## src/rtl/uart_pkg.sv

```systemverilog
// ---------------------------------------------------------------------------
// uart_pkg
// Shared types and helpers for the uart_xcvr transceiver.
//   parity_e   : line parity mode (none / odd / even)
//   tx_state_t : transmitter FSM states
//   rx_state_t : receiver FSM states
//   calcDiv    : clocks per oversample tick, never below 1
//   calcParity : parity bit over the low dataBits bits of a padded word
// ---------------------------------------------------------------------------
package uart_pkg;

  typedef enum logic [1:0] {
    PAR_NONE = 2'd0,
    PAR_ODD  = 2'd1,
    PAR_EVEN = 2'd2
  } parity_e;

  typedef enum logic [2:0] {
    TX_IDLE,
    TX_START,
    TX_DATA,
    TX_PAR,
    TX_STOP
  } tx_state_t;

  typedef enum logic [2:0] {
    RX_IDLE,
    RX_START,
    RX_DATA,
    RX_PAR,
    RX_STOP
  } rx_state_t;

  // Widest payload supported; narrower words are zero-padded up to this.
  localparam int MAX_DATA_BITS = 9;

  // Integer division, clamped so that very fast baud rates still tick.
  function automatic int calcDiv(input int clkFreq, input int baudRate,
                                 input int overSample);
    int div;
    div = clkFreq / (baudRate * overSample);
    if (div < 1) div = 1;
    return div;
  endfunction

  // Even parity is the plain XOR of the payload; odd parity inverts it.
  // Bits at or above dataBits are ignored.
  function automatic logic calcParity(input logic [MAX_DATA_BITS-1:0] data,
                                      input int dataBits, input parity_e mode);
    logic p;
    p = 1'b0;
    for (int i = 0; i < MAX_DATA_BITS; i++) begin
      if (i < dataBits) p = p ^ data[i];
    end
    if (mode == PAR_ODD) p = ~p;
    else if (mode == PAR_NONE) p = 1'b0;
    return p;
  endfunction

endpackage

```

## src/rtl/uart_rx_fifo.sv

```systemverilog
// ---------------------------------------------------------------------------
// uart_rx_fifo
// First-word-fall-through FIFO holding received words plus their error flags.
// Ports:
//   clk, rst_n  : clock, asynchronous active-low reset (pointers only)
//   push_i      : write pushData_i (accepted when not full, or when a pop
//                 frees a slot in the same cycle)
//   pushData_i  : entry to store
//   pop_i       : drop the head entry (ignored when empty)
//   popData_o   : head entry, forced to zero when empty
//   full_o      : no free slot
//   empty_o     : no stored entry
// ---------------------------------------------------------------------------
module uart_rx_fifo
  import uart_pkg::*;
#(
  parameter int WIDTH = 10,
  parameter int DEPTH = 8
) (
  input  logic             clk,
  input  logic             rst_n,
  input  logic             push_i,
  input  logic [WIDTH-1:0] pushData_i,
  input  logic             pop_i,
  output logic [WIDTH-1:0] popData_o,
  output logic             full_o,
  output logic             empty_o
);

  localparam int AW = $clog2(DEPTH);

  logic [WIDTH-1:0] mem [DEPTH];
  logic [AW:0]      wrPtr_q, wrPtr_d;
  logic [AW:0]      rdPtr_q, rdPtr_d;
  logic             doPush, doPop;

  // Pointers carry one extra wrap bit so full and empty are distinguishable
  // when the index bits match. A push into a full FIFO is still taken when
  // the head is popped in the same cycle: it lands in the slot being freed.
  // The head is zeroed while empty so stale storage never shows on the port.
  always_comb begin
    empty_o   = (wrPtr_q == rdPtr_q);
    full_o    = (wrPtr_q[AW] != rdPtr_q[AW]) &&
                (wrPtr_q[AW-1:0] == rdPtr_q[AW-1:0]);
    doPop     = pop_i && !empty_o;
    doPush    = push_i && (!full_o || doPop);
    wrPtr_d   = doPush ? wrPtr_q + 1'b1 : wrPtr_q;
    rdPtr_d   = doPop ? rdPtr_q + 1'b1 : rdPtr_q;
    popData_o = empty_o ? '0 : mem[rdPtr_q[AW-1:0]];
  end

  // Pointer registers.
  always_ff @(posedge clk or negedge rst_n) begin
    if (!rst_n) begin
      wrPtr_q <= '0;
      rdPtr_q <= '0;
    end else begin
      wrPtr_q <= wrPtr_d;
      rdPtr_q <= rdPtr_d;
    end
  end

  // Storage is not reset; the empty gating above hides its contents.
  always_ff @(posedge clk) begin
    if (doPush) mem[wrPtr_q[AW-1:0]] <= pushData_i;
  end

endmodule

```

## src/rtl/uart_xcvr.sv

```systemverilog
// ---------------------------------------------------------------------------
// uart_xcvr
// Parametrised full-duplex UART: oversample tick generator, transmitter with
// valid/ready input, receiver with false-start rejection and parity/framing
// checks, and an FWFT receive FIFO.
// Ports:
//   clk, rst_n            : clock, asynchronous active-low reset
//   tx_data/tx_valid      : word to send and its request
//   tx_ready              : transmitter idle, accepts a word this cycle
//   txd                   : serial output, idles high
//   rxd                   : serial input, asynchronous to clk
//   rx_data/perr/ferr     : FIFO head word and its error flags
//   rx_valid/rx_ready     : FIFO not empty / pop request
//   rx_overrun, ovr_clr   : sticky dropped-word flag and its clear
//   loopback              : route txd into the receiver
// Build option: define UART_XCVR_LOOPBACK_EN to build the loopback mux;
// otherwise loopback is ignored.
// ---------------------------------------------------------------------------
module uart_xcvr
  import uart_pkg::*;
#(
  parameter int CLK_FREQ   = 100_000_000,
  parameter int BAUD_RATE  = 9_600,
  parameter int OVERSAMPLE = 16,
  parameter int DATA_BITS  = 8,
  parameter int PARITY     = 0,
  parameter int STOP_BITS  = 1,
  parameter int FIFO_DEPTH = 8
) (
  input  logic                 clk,
  input  logic                 rst_n,
  input  logic [DATA_BITS-1:0] tx_data,
  input  logic                 tx_valid,
  output logic                 tx_ready,
  output logic                 txd,
  input  logic                 rxd,
  output logic [DATA_BITS-1:0] rx_data,
  output logic                 rx_perr,
  output logic                 rx_ferr,
  output logic                 rx_valid,
  input  logic                 rx_ready,
  output logic                 rx_overrun,
  input  logic                 ovr_clr,
  input  logic                 loopback
);

  localparam int      DIV      = calcDiv(CLK_FREQ, BAUD_RATE, OVERSAMPLE);
  localparam int      DIV_W    = (DIV > 1) ? $clog2(DIV) : 1;
  localparam int      BIT_T    = DIV * OVERSAMPLE;
  localparam int      STOP_T   = STOP_BITS * BIT_T;
  localparam int      TT_W     = $clog2(STOP_T + 1);
  localparam int      OS_W     = $clog2(OVERSAMPLE);
  localparam int      BC_W     = 4;
  localparam int      FIFO_W   = DATA_BITS + 2;
  localparam parity_e PAR_MODE = parity_e'(PARITY);
  localparam bit      PAR_EN   = (PARITY != 0);

  // -------------------------------------------------------------------------
  // Oversample tick generator
  // -------------------------------------------------------------------------
  logic [DIV_W-1:0] divCnt_q, divCnt_d;
  logic             tick;

  // Fires once every DIV clocks; with DIV == 1 it is permanently high.
  always_comb begin
    tick     = (divCnt_q == DIV_W'(DIV - 1));
    divCnt_d = tick ? '0 : divCnt_q + 1'b1;
  end

  always_ff @(posedge clk or negedge rst_n) begin
    if (!rst_n) divCnt_q <= '0;
    else        divCnt_q <= divCnt_d;
  end

  // -------------------------------------------------------------------------
  // Transmitter
  // -------------------------------------------------------------------------
  tx_state_t                txState_q, txState_d;
  logic [TT_W-1:0]          txTimer_q, txTimer_d;
  logic [BC_W-1:0]          txBitCnt_q, txBitCnt_d;
  logic [DATA_BITS-1:0]     txShift_q, txShift_d;
  logic                     txPar_q, txPar_d;
  logic                     txd_q, txd_d;
  logic [MAX_DATA_BITS-1:0] txPadded;

  always_comb begin
    txPadded = '0;
    txPadded[DATA_BITS-1:0] = tx_data;
  end

  // txd is registered and updated on the same edge as the state, so each
  // level appears on the pin exactly when its state is entered. The bit
  // timer counts raw clocks, independent of the shared tick, and restarts on
  // every accept so frames are not aligned to the tick phase.
  always_comb begin
    txState_d  = txState_q;
    txTimer_d  = txTimer_q;
    txBitCnt_d = txBitCnt_q;
    txShift_d  = txShift_q;
    txPar_d    = txPar_q;
    txd_d      = txd_q;
    case (txState_q)
      TX_IDLE: begin
        txd_d = 1'b1;
        if (tx_valid) begin
          txShift_d = tx_data;
          txPar_d   = calcParity(txPadded, DATA_BITS, PAR_MODE);
          txTimer_d = '0;
          txState_d = TX_START;
          txd_d     = 1'b0;
        end
      end
      TX_START: begin
        if (txTimer_q == TT_W'(BIT_T - 1)) begin
          txTimer_d  = '0;
          txBitCnt_d = '0;
          txState_d  = TX_DATA;
          txd_d      = txShift_q[0];
        end else begin
          txTimer_d = txTimer_q + 1'b1;
        end
      end
      TX_DATA: begin
        if (txTimer_q == TT_W'(BIT_T - 1)) begin
          txTimer_d = '0;
          if (txBitCnt_q == BC_W'(DATA_BITS - 1)) begin
            if (PAR_EN) begin
              txState_d = TX_PAR;
              txd_d     = txPar_q;
            end else begin
              txState_d = TX_STOP;
              txd_d     = 1'b1;
            end
          end else begin
            txBitCnt_d = txBitCnt_q + 1'b1;
            txShift_d  = {1'b0, txShift_q[DATA_BITS-1:1]};
            txd_d      = txShift_q[1];
          end
        end else begin
          txTimer_d = txTimer_q + 1'b1;
        end
      end
      TX_PAR: begin
        if (txTimer_q == TT_W'(BIT_T - 1)) begin
          txTimer_d = '0;
          txState_d = TX_STOP;
          txd_d     = 1'b1;
        end else begin
          txTimer_d = txTimer_q + 1'b1;
        end
      end
      TX_STOP: begin
        if (txTimer_q == TT_W'(STOP_T - 1)) begin
          txTimer_d = '0;
          txState_d = TX_IDLE;
          txd_d     = 1'b1;
        end else begin
          txTimer_d = txTimer_q + 1'b1;
        end
      end
      default: begin
        txState_d = TX_IDLE;
        txd_d     = 1'b1;
      end
    endcase
  end

  // Transmitter state register.
  always_ff @(posedge clk or negedge rst_n) begin
    if (!rst_n) begin
      txState_q  <= TX_IDLE;
      txTimer_q  <= '0;
      txBitCnt_q <= '0;
      txShift_q  <= '0;
      txPar_q    <= 1'b0;
      txd_q      <= 1'b1;
    end else begin
      txState_q  <= txState_d;
      txTimer_q  <= txTimer_d;
      txBitCnt_q <= txBitCnt_d;
      txShift_q  <= txShift_d;
      txPar_q    <= txPar_d;
      txd_q      <= txd_d;
    end
  end

  assign tx_ready = (txState_q == TX_IDLE);
  assign txd      = txd_q;

  // -------------------------------------------------------------------------
  // Receiver input stage
  // -------------------------------------------------------------------------
  logic rxIn;

`ifdef UART_XCVR_LOOPBACK_EN
  assign rxIn = loopback ? txd_q : rxd;
`else
  logic unusedLoopback;
  assign unusedLoopback = loopback;
  assign rxIn = rxd;
`endif

  logic rxSync1_q, rxSync2_q, rxPrev_q;
  logic rxFall;

  // Two-flop synchroniser plus one history flop for edge detection. All
  // reset high so the idle line does not look like a start edge.
  always_ff @(posedge clk or negedge rst_n) begin
    if (!rst_n) begin
      rxSync1_q <= 1'b1;
      rxSync2_q <= 1'b1;
      rxPrev_q  <= 1'b1;
    end else begin
      rxSync1_q <= rxIn;
      rxSync2_q <= rxSync1_q;
      rxPrev_q  <= rxSync2_q;
    end
  end

  assign rxFall = rxPrev_q & ~rxSync2_q;

  // -------------------------------------------------------------------------
  // Receiver FSM
  // -------------------------------------------------------------------------
  rx_state_t                rxState_q, rxState_d;
  logic [OS_W-1:0]          rxTickCnt_q, rxTickCnt_d;
  logic [BC_W-1:0]          rxBitCnt_q, rxBitCnt_d;
  logic [DATA_BITS-1:0]     rxShift_q, rxShift_d;
  logic                     rxParBit_q, rxParBit_d;
  logic [MAX_DATA_BITS-1:0] rxPadded;
  logic                     rxPerr;
  logic                     fifoPush;
  logic [FIFO_W-1:0]        fifoPushData;

  always_comb begin
    rxPadded = '0;
    rxPadded[DATA_BITS-1:0] = rxShift_q;
    rxPerr = PAR_EN && (rxParBit_q != calcParity(rxPadded, DATA_BITS, PAR_MODE));
  end

  // The start bit is re-checked half a bit after the edge; from there every
  // sample lands one full bit later, i.e. mid-bit. Only the first stop bit is
  // sampled; a low there is a framing error, and since the FSM only leaves
  // IDLE on a falling edge, a line stuck low cannot retrigger a frame.
  always_comb begin
    rxState_d    = rxState_q;
    rxTickCnt_d  = rxTickCnt_q;
    rxBitCnt_d   = rxBitCnt_q;
    rxShift_d    = rxShift_q;
    rxParBit_d   = rxParBit_q;
    fifoPush     = 1'b0;
    fifoPushData = '0;
    case (rxState_q)
      RX_IDLE: begin
        if (rxFall) begin
          rxTickCnt_d = '0;
          rxState_d   = RX_START;
        end
      end
      RX_START: begin
        if (tick) begin
          if (rxTickCnt_q == OS_W'(OVERSAMPLE / 2 - 1)) begin
            rxTickCnt_d = '0;
            rxBitCnt_d  = '0;
            rxState_d   = rxSync2_q ? RX_IDLE : RX_DATA;
          end else begin
            rxTickCnt_d = rxTickCnt_q + 1'b1;
          end
        end
      end
      RX_DATA: begin
        if (tick) begin
          if (rxTickCnt_q == OS_W'(OVERSAMPLE - 1)) begin
            rxTickCnt_d = '0;
            rxShift_d   = {rxSync2_q, rxShift_q[DATA_BITS-1:1]};
            if (rxBitCnt_q == BC_W'(DATA_BITS - 1)) begin
              rxState_d = PAR_EN ? RX_PAR : RX_STOP;
            end else begin
              rxBitCnt_d = rxBitCnt_q + 1'b1;
            end
          end else begin
            rxTickCnt_d = rxTickCnt_q + 1'b1;
          end
        end
      end
      RX_PAR: begin
        if (tick) begin
          if (rxTickCnt_q == OS_W'(OVERSAMPLE - 1)) begin
            rxTickCnt_d = '0;
            rxParBit_d  = rxSync2_q;
            rxState_d   = RX_STOP;
          end else begin
            rxTickCnt_d = rxTickCnt_q + 1'b1;
          end
        end
      end
      RX_STOP: begin
        if (tick) begin
          if (rxTickCnt_q == OS_W'(OVERSAMPLE - 1)) begin
            rxTickCnt_d  = '0;
            fifoPush     = 1'b1;
            fifoPushData = {rxShift_q, rxPerr, ~rxSync2_q};
            rxState_d    = RX_IDLE;
          end else begin
            rxTickCnt_d = rxTickCnt_q + 1'b1;
          end
        end
      end
      default: rxState_d = RX_IDLE;
    endcase
  end

  // Receiver state register.
  always_ff @(posedge clk or negedge rst_n) begin
    if (!rst_n) begin
      rxState_q   <= RX_IDLE;
      rxTickCnt_q <= '0;
      rxBitCnt_q  <= '0;
      rxShift_q   <= '0;
      rxParBit_q  <= 1'b0;
    end else begin
      rxState_q   <= rxState_d;
      rxTickCnt_q <= rxTickCnt_d;
      rxBitCnt_q  <= rxBitCnt_d;
      rxShift_q   <= rxShift_d;
      rxParBit_q  <= rxParBit_d;
    end
  end

  // -------------------------------------------------------------------------
  // Receive FIFO and overrun flag
  // -------------------------------------------------------------------------
  logic [FIFO_W-1:0] fifoHead;
  logic              fifoFull, fifoEmpty, fifoPop;
  logic              overrunEvent;
  logic              rxOverrun_q;

  uart_rx_fifo #(
    .WIDTH (FIFO_W),
    .DEPTH (FIFO_DEPTH)
  ) u_rx_fifo (
    .clk        (clk),
    .rst_n      (rst_n),
    .push_i     (fifoPush),
    .pushData_i (fifoPushData),
    .pop_i      (fifoPop),
    .popData_o  (fifoHead),
    .full_o     (fifoFull),
    .empty_o    (fifoEmpty)
  );

  assign rx_valid     = ~fifoEmpty;
  assign fifoPop      = rx_valid && rx_ready;
  assign overrunEvent = fifoPush && fifoFull && !fifoPop;
  assign rx_data      = fifoHead[FIFO_W-1:2];
  assign rx_perr      = fifoHead[1];
  assign rx_ferr      = fifoHead[0];

  // Sticky drop flag; a new drop in the same cycle as a clear keeps it set.
  always_ff @(posedge clk or negedge rst_n) begin
    if (!rst_n)            rxOverrun_q <= 1'b0;
    else if (overrunEvent) rxOverrun_q <= 1'b1;
    else if (ovr_clr)      rxOverrun_q <= 1'b0;
  end

  assign rx_overrun = rxOverrun_q;

endmodule

```

## config.mk

```make
export PLATFORM = sky130hd
export DESIGN_NAME = uart_xcvr
export DESIGN_NICKNAME = d
export VERILOG_FILES = /design/src/rtl/uart_pkg.sv /design/src/rtl/uart_rx_fifo.sv /design/src/rtl/uart_xcvr.sv
export SDC_FILE = /design/constraint.sdc
export NUM_CORES = 1
export LEC_CHECK = 0
export CORE_ASPECT_RATIO = 1.4
export CORE_MARGIN = 2
export CORE_UTILIZATION = 30
export CTS_BUF_LIST = sky130_fd_sc_hd__clkbuf_4 sky130_fd_sc_hd__clkbuf_8
export DETAILED_ROUTE_END_ITERATION = 10
export HOLD_SLACK_MARGIN = 0.08
export MAX_ROUTING_LAYER = met4
export SYNTH_ARGS = -nofsm -noshare
export SYNTH_HDL_FRONTEND = slang
export SYNTH_HIERARCHICAL = 1
export SYNTH_SLANG_ARGS = --single-unit
```

## constraint.sdc

```tcl
create_clock -name clk -period 4.3 [get_ports clk]
set_input_delay 0.43 -clock clk [delete_from_list [all_inputs] [get_ports clk]]
set_output_delay 0.43 -clock clk [all_outputs]
set_load 0.05 [all_outputs]
```

==> flow_summary.ini, run 1 <==
[critical_path]
path_max_fanout = 24
cp_num_buf_inv = 2
max_stage_delay_ns = 0.70
critPathCaptureType = output port
slowest_stage = clkdlybuf4s50_1
crit_family = buffers and inverters
reg2reg_from = rxState_q[2]$_DFFE_PN0P_
startpoint_type = register
critical_path_class = reg -> out
cp-startpoint = u_rx_fifo/rdPtr_q[0]$_DFFE_PN0P_
worst_ep_arrival_time_ns = 2.73
required_ns = 3.87
crit_chain = buf_4 > mux4_2 > mux2i_1 > nor2_1 > clkdlybuf4s50_1

[routing]
drt-vias-per-instance = 5.054
num_vias = 4468
detail_route.iter0.violations = 194
routed_wl_mm = 13.62
firstDrtPassIters = 6
ant_nets = 0
drc = 0
wl_per_cell_um = 15.41

[power_and_ir_drop]
swShare_pct = 32.51
leakagePower_uw = 0.003160
clkPwrFrac_pct = 29.6
p_seq_share_pct = 43.3
peakVddDrop_uv = 330.4
cellPowerDensity_nw_per_um2 = 438.9
switching_power_uw = 1165
p_int_uw = 2418
comb_power_share_pct = 27.1

[layout]
final_nets = 588
fin_area_um2 = 8163
final_util_pct = 35.18
drive_gt1_share_pct = 19.72
layout_commonest_cell = edfxtp_1
diodes = 0
area_delta_synth_final_pct = 15.18
layout_common_cells = edfxtp_1, dfrtp_1, nor2_1
instances_no_fill = 884

[sta]
worst_pin_slew_ns = 1.120
final-max-slew-violation-count = 0
hold_ws_ns = 0.1115
max_freq_ghz = 0.3164
fin_setup_tns_ns = 0
fin_worst_skew_ns = 0.01395
setup_viol = 0
hold_violations = 0
period_share_pct = 73.51
rsz0062_at_grt = false
period_minus_slack_ns = 3.161
slew_headroom_pct = 25.05

[synthesis]
synth_compound_area_share_pct = 8.280
synth_top_area_share_pct = 33.90
synth-async-reset-ratio_pct = 47.02
synthXorXnorAreaFrac_pct = 3.178
ys.flop_type = edfxtp_1
synth_mux_area_share_pct = 12.06
synth_edf_count = 80
synth-seq-cells = 151
syn_avg_cell_area_um2 = 13.52
synth_fa_ha_area_share_pct = 1.412
netlist_area_um2 = 7087
yosysUniqueCellTypes = 80
synth_area_leaders = edfxtp_1, dfrtp_1, mux4_2
seq_area_frac_synth_pct = 59.04
synth_top_area_cell = edfxtp_1
synth_top_family_by_area = simple AND/OR/NAND/NOR gates
synth-simple-area-share_pct = 13.74
yosysWarnings = 6
netlist_instances = 524

[floorplanning]
fp.dieW_um = 133.9
start_util_pct = 30.54
die_y_um = 185.9
rows = 66
die-area_um2 = 24890
coreArea_um2 = 23200
io-pin-count = 29

[global_routing]
first_global_vias = 4634
grt_antenna_before_repair = 0
grt_pass1_wl_mm = 22.85
grt_max_degree = 72
grt_util_all_layers_pct = 12.03
grt_overflow = 0

[clock_network]
cts_tree = built
path_clk_slew_ns = 0.08
clock_sinks = 151
hold_buffers = 0
root_buffer = clkbuf_8
insertion_delay_ns = 0.45
cts.htree.levels = 4
ctsLongestPathBuffers = 2
post_cts_buffers = 0
numCtsBuffers = 17
cts_resized = 0

[run]
drv_cap = 0

[placement]
portBuffers = 27
dp_cells = 852
dp_hpwl_mm = 9.161
place_area_um2 = 7766
gp_congestion = 0.7890

[outcome]
status = completed

[min_path]
hold_class = in -> async
## through the flow
step                      power [uW]  setup slack [ns]
after CTS                       3637             1.062
after floorplan                 2323            0.7461
after global placement          2550             1.255
final                           3582             1.139
after detailed placement        2571             1.277
after global routing            3749            0.9619
## state kept, by name (all words and copies together) (netlist names), 3 cells and up
signal	flops
txState_q	3
txShift_q	8
u_rx_fifo/rdPtr_q	4
rxState_q	3
txTimer_q	14
txBitCnt_q	4
divCnt_q	10
rxTickCnt_q	4
u_rx_fifo/wrPtr_q	4
rxBitCnt_q	4
rxShift_q	8
u_rx_fifo/mem	80
## routing by layer
layer / track usage (%) / up-vias / routed length (um)
li1: - / 2092 / -
met1: 12.51 / 2257 / 5332
met2: 22.19 / 106 / 7611
met3: 2.832 / 13 / 502
met4: 4.170 / 0 / 172
met5: - / - / 0
## Yosys cell counts, drive strengths merged, types with 6 or more instances
| library cell | count |
|---|---|
| nand2 | 28 |
| nand2b | 6 |
| o31ai | 7 |
| a31oi | 8 |
| nand3 | 15 |
| a21oi | 14 |
| xnor2 | 11 |
| mux2i | 13 |
| and3 | 6 |
| nor3 | 9 |
| mux2 | 24 |
| xor2 | 10 |
| buf | 13 |
| nor2 | 32 |
| o21ai | 14 |
| nand4 | 14 |
| mux4 | 20 |
| clkbuf | 12 |
| inv | 12 |
| dfrtp | 67 |
| and2 | 15 |
| ha | 8 |
| edfxtp | 80 |
## kinds of logic after synthesis
group,after synthesis
buffers and inverters,37
multiplexers,57
flip-flops,151
AO/OA/AOI/OAI,81
adder cells (fa/ha/maj),8
AND/OR/NAND/NOR,168
other,1
XOR/XNOR,21
## area by class of cell
class,count,area [um2]
flip-flops and latches,151,4184
clock inverters,15,162.7
clock buffers,17,234.0
repair buffers,40,365.4
multi-input cells,343,2789
inverters,12,45.04
fillers,2216,15040
well taps,306,382.9
## power groups by stage
stage                     Sequential [uW]  Combinational (uW)  Clock (uW)
after floorplan                      1580                 739           0
after global placement               1580                 969           0
after detailed placement             1580                 988           0
after CTS                            1550                 990        1100
after global routing                 1560                1040        1150
final                                1550                 970        1060
## worst reg2reg max path, stage by stage (launching register included)
cell     delay [ns]
dfrtp_1        0.64
or3b_2         0.55
nor3_1         0.16
buf_4          0.23
nand4_1        0.20
nor2_1         0.84
## final timing paths
path,endpoint,slack [ns],depth (start not counted)
min in group clk,rxSync2_q$_DFF_PN1_,0.38,0
worst max register to register,u_rx_fifo/mem[7][4]$_DFFE_PP_,1.31,5
worst max-delay path,rx_data[6],1.14,5
worst min register to register,rxSync2_q$_DFF_PN1_,0.38,0
max in group asynchronous,divCnt_q[0]$_DFF_PN0_,3.61,1
worst min-delay path,txTimer_q[6]$_DFFE_PN0P_,0.11,1
Note: power is estimated with default switching activity, not from simulation.
==> run 2, diff against run 1 <==
- clock period: 4.3 -> 3.04 ns (I/O delays scaled with it)
==> flow_summary.ini, run 2 (synthesis results as in run 1) <==
[critical_path]
reg2reg_slack_ns = 0.63
crit_family = multiplexers
required_ns = 2.74
r2r_cells = 7
crit_chain = buf_4 > mux4_2 > mux2i_1 > nor2_1 > buf_4
critical_path_class = reg -> out
worst_ep_arrival_time_ns = 2.49
critPathCaptureType = output port
startpoint_type = register
slowest_stage = mux4_2
cp_num_buf_inv = 2
reg2reg_from = divCnt_q[6]$_DFF_PN0_
path_max_fanout = 20
path_common_cell = buf_4
max_stage_delay_ns = 0.55
r2r_end = u_rx_fifo/mem[5][7]$_DFFE_PP_

[sta]
period_share_pct = 92.04
setup_viol = 0
worst_pin_slew_ns = 0.9250
fin_setup_tns_ns = 0
setup_slack_ns = 0.2421
hold_violations = 0
fin_worst_skew_ns = 0.01992
max_freq_ghz = 0.3574
final-max-slew-violation-count = 0
slew_headroom_pct = 38.33
rsz0062_at_grt = false
period_minus_slack_ns = 2.798

[routing]
ant_nets = 0
wl_per_cell_um = 15.59
firstDrtPassIters = 4
num_vias = 4480
drt-vias-per-instance = 5.011
detail_route.iter0.violations = 223
routed_wl_mm = 13.94
drc = 0

[min_path]
hold_path_end = rxSync1_q$_DFF_PN1_
hp-start = rxd
hold_depth = 1
hold_class = in -> reg

[placement]
dpl_worst_slack_ns = 0.6390
dp_hpwl_mm = 9.458
gp_congestion = 0.8282
portBuffers = 27

[clock_network]
post_cts_buffers = 0
cts_tree = built
hold_buffers = 1
cts.htree.levels = 4
ctsLongestPathBuffers = 2
path_clk_slew_ns = 0.08
numCtsBuffers = 17
root_buffer = clkbuf_8
insertion_delay_ns = 0.45
cts_resized = 0
clock_sinks = 151

[layout]
diodes = 0
area_delta_synth_final_pct = 15.73
final_util_pct = 35.34
drive_gt1_share_pct = 22.96
fill_cells = 2213
layout_commonest_cell = edfxtp_1
layout_common_cells = edfxtp_1, dfrtp_1, buf_4
largest_reg_flops = 80
final_nets = 598

[floorplanning]
rows = 66
die_y_um = 185.9
die-area_um2 = 24890
io-pin-count = 29
coreArea_um2 = 23200
fp.dieW_um = 133.9
start_util_pct = 30.54

[power_and_ir_drop]
swShare_pct = 32.65
p_int_uw = 3384
switching_power_uw = 1640
p_seq_share_pct = 44.3
clkPwrFrac_pct = 29.5
leakagePower_uw = 0.003204
comb_power_share_pct = 26.2
peakVddDrop_uv = 546.4
cellPowerDensity_nw_per_um2 = 612.6

[outcome]
status = completed

[global_routing]
grt_max_degree = 72
grt_antenna_before_repair = 0
grt_pass1_wl_mm = 23.24
first_global_vias = 4690
grt_overflow = 0
grt_util_all_layers_pct = 12.29

[run]
drv_cap = 0
## run 2: changes by cell type in the layout (fill, tap and decap cells not counted), sizes merged
cell / previous run / this run
buf: 14 / 34
clkinvlp: 1 / 4
clkbuf: 17 / 18
dlygate4sd3: 0 / 1
clkinv: 7 / 3
clkdlybuf4s50: 26 / 15
## run 2: power by group through the flow
stage	combinational (uW)	clock [uW]	sequential [uW]
after detailed placement	1340	0	2270
after CTS	1340	1550	2230
after global routing	1410	1620	2230
final	1320	1480	2230
after global placement	1320	0	2270
after floorplan	1050	0	2240
## run 2: how the worst max path moves through the flow
stage | startpoint | to | depth (start not counted)
2_1_floorplan | divCnt_q[6]$_DFF_PN0_ | u_rx_fifo/mem[6][0]$_DFFE_PP_ | 5
3_3_place_gp | divCnt_q[6]$_DFF_PN0_ | u_rx_fifo/mem[5][1]$_DFFE_PP_ | 7
3_5_place_dp | divCnt_q[6]$_DFF_PN0_ | u_rx_fifo/mem[5][1]$_DFFE_PP_ | 7
4_1_cts | u_rx_fifo/rdPtr_q[0]$_DFFE_PN0P_ | rx_ferr | 5
5_1_grt | u_rx_fifo/rdPtr_q[0]$_DFFE_PN0P_ | rx_ferr | 5
6_report | u_rx_fifo/rdPtr_q[0]$_DFFE_PN0P_ | rx_ferr | 5
## run 2: layout make-up
cell class                 count  area, um2  area share (%)
tap                          306      382.9           4.668
multi-input combinational    343       2794           34.07
sequential                   151       4184           51.01
clock buffer                  18      241.5           2.944
inverter                      12      45.04          0.5492
clock inverter                14      138.9           1.693
timing repair buffer          50      415.4           5.065
## run 2: routing by layer
| metal | vias to the layer above | track usage, % | share of wire (%) |
|---|---|---|---|
| li1 | 2115 | - | - |
| met1 | 2275 | 13.05 | 41 |
| met2 | 77 | 22.61 | 55 |
| met3 | 13 | 2.369 | 2.5 |
| met4 | 0 | 4.511 | 1.4 |
| met5 | - | - | 0 |
## run 2: worst register-to-register path, stage by stage, from the launching register on
cell and delay, ns:
dfrtp_1 0.44, nor4bb_1 0.38, nand3_1 0.20, nor3_2 0.20, buf_4 0.23, nand2_1 0.13, nor4b_2 0.27, buf_4 0.26
## run 2: metrics by stage
stage	std cells	total power [uW]	area [um2]	hold WS (ns)
2_1_floorplan	531	3288	7137	0.008409
3_3_place_gp	861	3585	7811	0.3471
3_5_place_dp	861	3610	7811	0.3472
4_1_cts	894	5110	8202	0.2341
5_1_grt	894	5256	8202	0.2548
6_report	894	5024	8202	0.2715
